--- src/rtl/aes_sbox_arbiter.sv ---
// aes_sbox_arbiter: shares one combinational 32-bit AES S-box between the
// round datapath (client 0) and key expansion (client 1).
// Behaviour:
//   - Two-stage pipeline with a fixed latency of 2 cycles.
//   - Round-robin or fixed-priority arbitration, selected by FIXED_PRIO.
//   - A client may lock the S-box for a multi-beat burst.
// Optional macro AES_SBOX_ARB_STATS_EN adds saturating grant/stall counters.
module aes_sbox_arbiter #(
    parameter bit FIXED_PRIO = 1'b0,
    parameter bit RR_INIT    = 1'b0
) (
    input  logic        clk,
    input  logic        reset,
    input  logic        req0_valid,
    input  logic [31:0] req0_word,
    input  logic        req0_lock,
    output logic        req0_ready,
    output logic        rsp0_valid,
    output logic [31:0] rsp0_word,
    input  logic        req1_valid,
    input  logic [31:0] req1_word,
    input  logic        req1_lock,
    output logic        req1_ready,
    output logic        rsp1_valid,
    output logic [31:0] rsp1_word,
    output logic [31:0] sbox_in,
    input  logic [31:0] sbox_out
`ifdef AES_SBOX_ARB_STATS_EN
    ,
    output logic [15:0] stat_grant0,
    output logic [15:0] stat_grant1,
    output logic [15:0] stat_stall
`endif
);

    typedef enum logic [1:0] {
        ST_IDLE  = 2'd0,
        ST_LOCK0 = 2'd1,
        ST_LOCK1 = 2'd2
    } state_t;

    state_t      r_state;
    state_t      w_state_next;
    logic        r_rr_ptr;        // client favoured on the next contention
    logic        w_ready0;
    logic        w_ready1;
    logic        w_acc0;
    logic        w_acc1;
    logic        w_acc;
    logic        w_acc_lock;
    logic        r_s1_valid;
    logic        r_s1_id;
    logic [31:0] r_s1_word;
    logic        r_rsp0_valid;
    logic        r_rsp1_valid;
    logic [31:0] r_rsp0_word;
    logic [31:0] r_rsp1_word;

    // Grant decision: lock owner first, then single requester, then policy.
    always_comb begin
        w_ready0 = 1'b0;
        w_ready1 = 1'b0;
        if (reset) begin
            w_ready0 = 1'b0;
            w_ready1 = 1'b0;
        end else begin
            case (r_state)
                ST_IDLE: begin
                    if (req0_valid && req1_valid) begin
                        if (FIXED_PRIO) begin
                            w_ready0 = 1'b1;
                        end else if (r_rr_ptr) begin
                            w_ready1 = 1'b1;
                        end else begin
                            w_ready0 = 1'b1;
                        end
                    end else begin
                        w_ready0 = req0_valid;
                        w_ready1 = req1_valid;
                    end
                end
                ST_LOCK0: w_ready0 = req0_valid;
                ST_LOCK1: w_ready1 = req1_valid;
                default: begin
                    w_ready0 = 1'b0;
                    w_ready1 = 1'b0;
                end
            endcase
        end
    end

    assign w_acc0     = req0_valid & w_ready0;
    assign w_acc1     = req1_valid & w_ready1;
    assign w_acc      = w_acc0 | w_acc1;
    assign w_acc_lock = w_acc1 ? req1_lock : req0_lock;

    // Next-state: enter a lock on a locked beat, leave it on the owner's unlocked beat.
    always_comb begin
        w_state_next = r_state;
        case (r_state)
            ST_IDLE: begin
                if (w_acc && w_acc_lock) begin
                    w_state_next = w_acc1 ? ST_LOCK1 : ST_LOCK0;
                end else begin
                    w_state_next = ST_IDLE;
                end
            end
            ST_LOCK0: begin
                if (w_acc0 && !req0_lock) begin
                    w_state_next = ST_IDLE;
                end else begin
                    w_state_next = ST_LOCK0;
                end
            end
            ST_LOCK1: begin
                if (w_acc1 && !req1_lock) begin
                    w_state_next = ST_IDLE;
                end else begin
                    w_state_next = ST_LOCK1;
                end
            end
            default: w_state_next = ST_IDLE;
        endcase
    end

    // Arbitration state and round-robin pointer (favour the other client after each beat).
    always_ff @(posedge clk or posedge reset) begin
        if (reset) begin
            r_state  <= ST_IDLE;
            r_rr_ptr <= RR_INIT;
        end else begin
            r_state <= w_state_next;
            if (w_acc) begin
                r_rr_ptr <= ~w_acc1;
            end
        end
    end

    // Stage 1: capture the accepted word and its issuer; the word drives the S-box.
    always_ff @(posedge clk or posedge reset) begin
        if (reset) begin
            r_s1_valid <= 1'b0;
            r_s1_id    <= 1'b0;
            r_s1_word  <= 32'd0;
        end else begin
            r_s1_valid <= w_acc;
            if (w_acc) begin
                r_s1_id   <= w_acc1;
                r_s1_word <= w_acc1 ? req1_word : req0_word;
            end
        end
    end

    // Stage 2: capture the S-box result and route it to the issuing client.
    always_ff @(posedge clk or posedge reset) begin
        if (reset) begin
            r_rsp0_valid <= 1'b0;
            r_rsp1_valid <= 1'b0;
            r_rsp0_word  <= 32'd0;
            r_rsp1_word  <= 32'd0;
        end else begin
            r_rsp0_valid <= r_s1_valid & ~r_s1_id;
            r_rsp1_valid <= r_s1_valid & r_s1_id;
            if (r_s1_valid && !r_s1_id) begin
                r_rsp0_word <= sbox_out;
            end
            if (r_s1_valid && r_s1_id) begin
                r_rsp1_word <= sbox_out;
            end
        end
    end

    assign req0_ready = w_ready0;
    assign req1_ready = w_ready1;
    assign rsp0_valid = r_rsp0_valid;
    assign rsp1_valid = r_rsp1_valid;
    assign rsp0_word  = r_rsp0_word;
    assign rsp1_word  = r_rsp1_word;
    assign sbox_in    = r_s1_word;

`ifdef AES_SBOX_ARB_STATS_EN
    logic [15:0] r_stat_grant0;
    logic [15:0] r_stat_grant1;
    logic [15:0] r_stat_stall;
    logic [1:0]  w_stall_inc;

    function automatic logic [15:0] sat_add(input logic [15:0] cnt, input logic [1:0] inc);
        logic [16:0] sum;
        sum = {1'b0, cnt} + {15'd0, inc};
        if (sum[16]) begin
            return 16'hFFFF;
        end else begin
            return sum[15:0];
        end
    endfunction

    assign w_stall_inc = {1'b0, req0_valid & ~w_ready0} + {1'b0, req1_valid & ~w_ready1};

    // Saturating statistics: beats granted per client and stalled requester-cycles.
    always_ff @(posedge clk or posedge reset) begin
        if (reset) begin
            r_stat_grant0 <= 16'd0;
            r_stat_grant1 <= 16'd0;
            r_stat_stall  <= 16'd0;
        end else begin
            r_stat_grant0 <= sat_add(r_stat_grant0, {1'b0, w_acc0});
            r_stat_grant1 <= sat_add(r_stat_grant1, {1'b0, w_acc1});
            r_stat_stall  <= sat_add(r_stat_stall, w_stall_inc);
        end
    end

    assign stat_grant0 = r_stat_grant0;
    assign stat_grant1 = r_stat_grant1;
    assign stat_stall  = r_stat_stall;
`endif

endmodule
--- config.mk ---
export PLATFORM = sky130hd
export DESIGN_NAME = aes_sbox_arbiter
export DESIGN_NICKNAME = d
export VERILOG_FILES = /design/src/rtl/aes_sbox_arbiter.sv
export SDC_FILE = /design/constraint.sdc
export NUM_CORES = 1
export LEC_CHECK = 0
export BUFFER_PORTS_ARGS = -buffer_cell sky130_fd_sc_hd__buf_2
export CORE_UTILIZATION = 43
export CTS_BUF_LIST = sky130_fd_sc_hd__clkbuf_8
export DETAILED_ROUTE_END_ITERATION = 10
export GPL_TIMING_DRIVEN = 1
export PLACE_DENSITY = 0.78
export SYNTH_ARGS = -nofsm -noshare
export SYNTH_HDL_FRONTEND = slang
export SYNTH_SLANG_ARGS = --single-unit
export TNS_END_PERCENT = 1
--- constraint.sdc ---
create_clock -name clk -period 4.1 [get_ports clk]
set_input_delay 0.41 -clock clk [delete_from_list [all_inputs] [get_ports clk]]
set_output_delay 0.41 -clock clk [all_outputs]
set_load 0.02 [all_outputs]
==> impl_metrics.env <==
export IMPL_hold_viol_final=0
export IMPL_ant_nets=0
export IMPL_pin_count=202
export IMPL_final_nets=577
export IMPL_stdcell_count=609
export IMPL_wl_um=9394
export IMPL_crit_start="r_state[0]"
export IMPL_drive_gt1_frac=0.6313
export IMPL_yosysSeqAreaShare=0.6280
export IMPL_worstPathArrival_ns=2.15
export IMPL_mostFrequentLayoutCell="buf_2"
export IMPL_dr_first_iter_drc_count=84
export IMPL_area_growth_pct=31.80
export IMPL_syn_inst=279
export IMPL_regToRegEndpoint="sbox_in[6]"
export IMPL_leakage_uw=0.002688
export IMPL_core_area_um2=9240
export IMPL_max_slew_margin=0.2678
export IMPL_hp_class="in -> reg"
export IMPL_rr_worst_depth=4
export IMPL_p_per_area_nw_per_um2=815.9
export IMPL_worst_pin_slew_ns=1.096
export IMPL_yosysTopAreaCell="dfrtp_1"
export IMPL_fin_util=0.5854
export IMPL_track_usage=0.1942
export IMPL_cp_top_family="simple AND/OR/NAND/NOR gates"
export IMPL_grt_pass1_wl_um=14970
export IMPL_h_tree_depth=3
export IMPL_ys_async_sr_fraction=1.000
export IMPL_max_stage_delay_ns=0.63
export IMPL_start_kind="flop"
export IMPL_synth_nets=381
export IMPL_clk_pin_slew_ns=0.10
export IMPL_synth_warnings=0
export IMPL_cts_buffer_depth=2
export IMPL_root_buffer="clkbuf_8"
export IMPL_path_cells="nand2b_1 > or3_1 > inv_2 > buf_2"
export IMPL_clock_skew_ns=0.01417
export IMPL_syn_area_um2=4104
export IMPL_gp_congestion=0.8411
export IMPL_outcome="finished, final reports clean"
export IMPL_hold_buffers=0
export IMPL_fmax_mhz=390.9
export IMPL_die_width_um=99.70
export IMPL_synth_edf_count=0
export IMPL_whs_ns=0.2897
export IMPL_endpoint="req1_ready"
export IMPL_start_util=0.4441
export IMPL_crit_cells=4
export IMPL_cts_tree="done"
export IMPL_period_needed_ns=2.558
export IMPL_num_vias=3104
export IMPL_setup_slack_ns=1.542
export IMPL_antenna_cells=0
export IMPL_yosysUniqueCellTypes=29
export IMPL_cp_end_kind="output pin"
export IMPL_setup_tns_ns=0
export IMPL_ys_flop_type="dfrtp_1"
export IMPL_dp_cells=593
export IMPL_grt_max_degree=81
export IMPL_nFillCells=768
export IMPL_clock_latency_ns=0.35
export IMPL_cap_violations=0
export IMPL_syn_area_per_cell_um2=14.71
export IMPL_vdd_drop_max_mv=0.3546
export IMPL_fin_crit_sh=0.6239
export IMPL_critPathMaxFanout=19
export IMPL_reg2reg_slack_ns=2.10
export IMPL_ys_seq_elements=103
export IMPL_multi_input_area_um2=1410
export IMPL_yosys_area_top_type_share=0.6280
export IMPL_viasPerCell=5.097
export IMPL_rows=35
export IMPL_grt_ovfl_total=0
export IMPL_fp_dieH_um=99.70
export IMPL_drv_slew=0
export IMPL_finalSetupViolations=0
export IMPL_clkSinkCount=103
export IMPL_critical_path_buf_inv_count=2
export IMPL_dpl_worst_slack_ns=1.861
export IMPL_dr_pass1_iters=4
export IMPL_grt_pass1_vias=3053
export IMPL_drcViolationCount=0
export IMPL_seq_area_um2=2577
export IMPL_antenna_found_initial=0
export IMPL_portBuffers=201
export IMPL_synth_area_top_cells="dfrtp_1, mux2_2, o221a_2"
export IMPL_wl_per_cell_um=15.43
export IMPL_post_cts_resize_count=0
export IMPL_cts_setup_buffers=0
export IMPL_mostFrequentLayoutCells="buf_2, dfrtp_1, mux2_2, or3_1, o221a_2"
export IMPL_rsz0062_at_grt="no"
export IMPL_worst_setup_path_type="reg -> out"
export IMPL_slowest_stage="or3_1"
export IMPL_die_area_um2=9939
export IMPL_worstPathRequired_ns=3.69
export IMPL_cts_buffers=9
export IMPL_worstReg2RegStart="r_state[1]"
export IMPL_dp_hpwl_um=7083
## Yosys cell counts (all sizes together) (3+ instances only)
cell type  number
and3           15
clkbuf          6
o221a          17
buf            12
nand2b          3
nand2           3
or3            18
nor2            3
nor3b           3
inv             6
dfrtp         103
a221o          15
mux2           64
## how the worst min path moves through the flow
| stage | from | endpoint | slack (ns) | cells past startpoint |
|---|---|---|---|---|
| floorplan | r_state[0] | r_state[1] | 0.45 | 1 |
| global placement | r_state[0] | r_state[1] | 0.47 | 1 |
| detailed placement | rsp1_word[18] | rsp1_word[18] | 0.49 | 1 |
| CTS | req1_word[5] | sbox_in[5] | 0.27 | 2 |
| global route | req1_word[2] | sbox_in[2] | 0.26 | 2 |
| finish | req1_word[5] | sbox_in[5] | 0.29 | 2 |
## logic make-up after synthesis
group,after synthesis,synth area share
DFF,103,0.6280
muxes,64,0.1756
AOI/OAI and AO/OA,37,0.09085
buffers and inverters,24,0.02896
and+or+nand+nor,51,0.07653
## where the power goes
part / switching [µW] / internal [µW]
clock: 351 / 309
sequential: 281 / 1510
combinational: 1130 / 828
## per-stage QoR
| stage | power, µW | instance area, µm² |
|---|---|---|
| 2_1_floorplan | 3070 | 4104 |
| 3_3_place_gp | 3726 | 5195 |
| 3_5_place_dp | 3796 | 5195 |
| 4_1_cts | 4459 | 5409 |
| 5_1_grt | 4684 | 5409 |
| 6_report | 4413 | 5409 |
## metal layers
| metal | up-vias | GRT usage | wire, µm |
|---|---|---|---|
| li1 | 1442 | - | - |
| met1 | 1494 | 0.2399 | 4027 |
| met2 | 156 | 0.3310 | 4527 |
| met3 | 12 | 0.04357 | 670 |
| met4 | 0 | 0.07579 | 169 |
| met5 | - | 0 | 0 |
## registers in the layout, indices dropped and copies added (netlist names)
name,count
r_s1_id,1
rsp0_word,32
r_rr_ptr,1
rsp0_valid,1
rsp1_word,32
r_state,2
r_s1_valid,1
rsp1_valid,1
sbox_in,32
## area by class of cell
class	count	share of cell area
Sequential cell	103	0.4765
Clock buffer	10	0.02545
Clock inverter	6	0.01411
Inverter	6	0.004626
Multi-Input combinational cell	152	0.2607
Tap cell	129	0.02984
Timing Repair Buffer	203	0.1888
(Power assumes the default switching activity.)
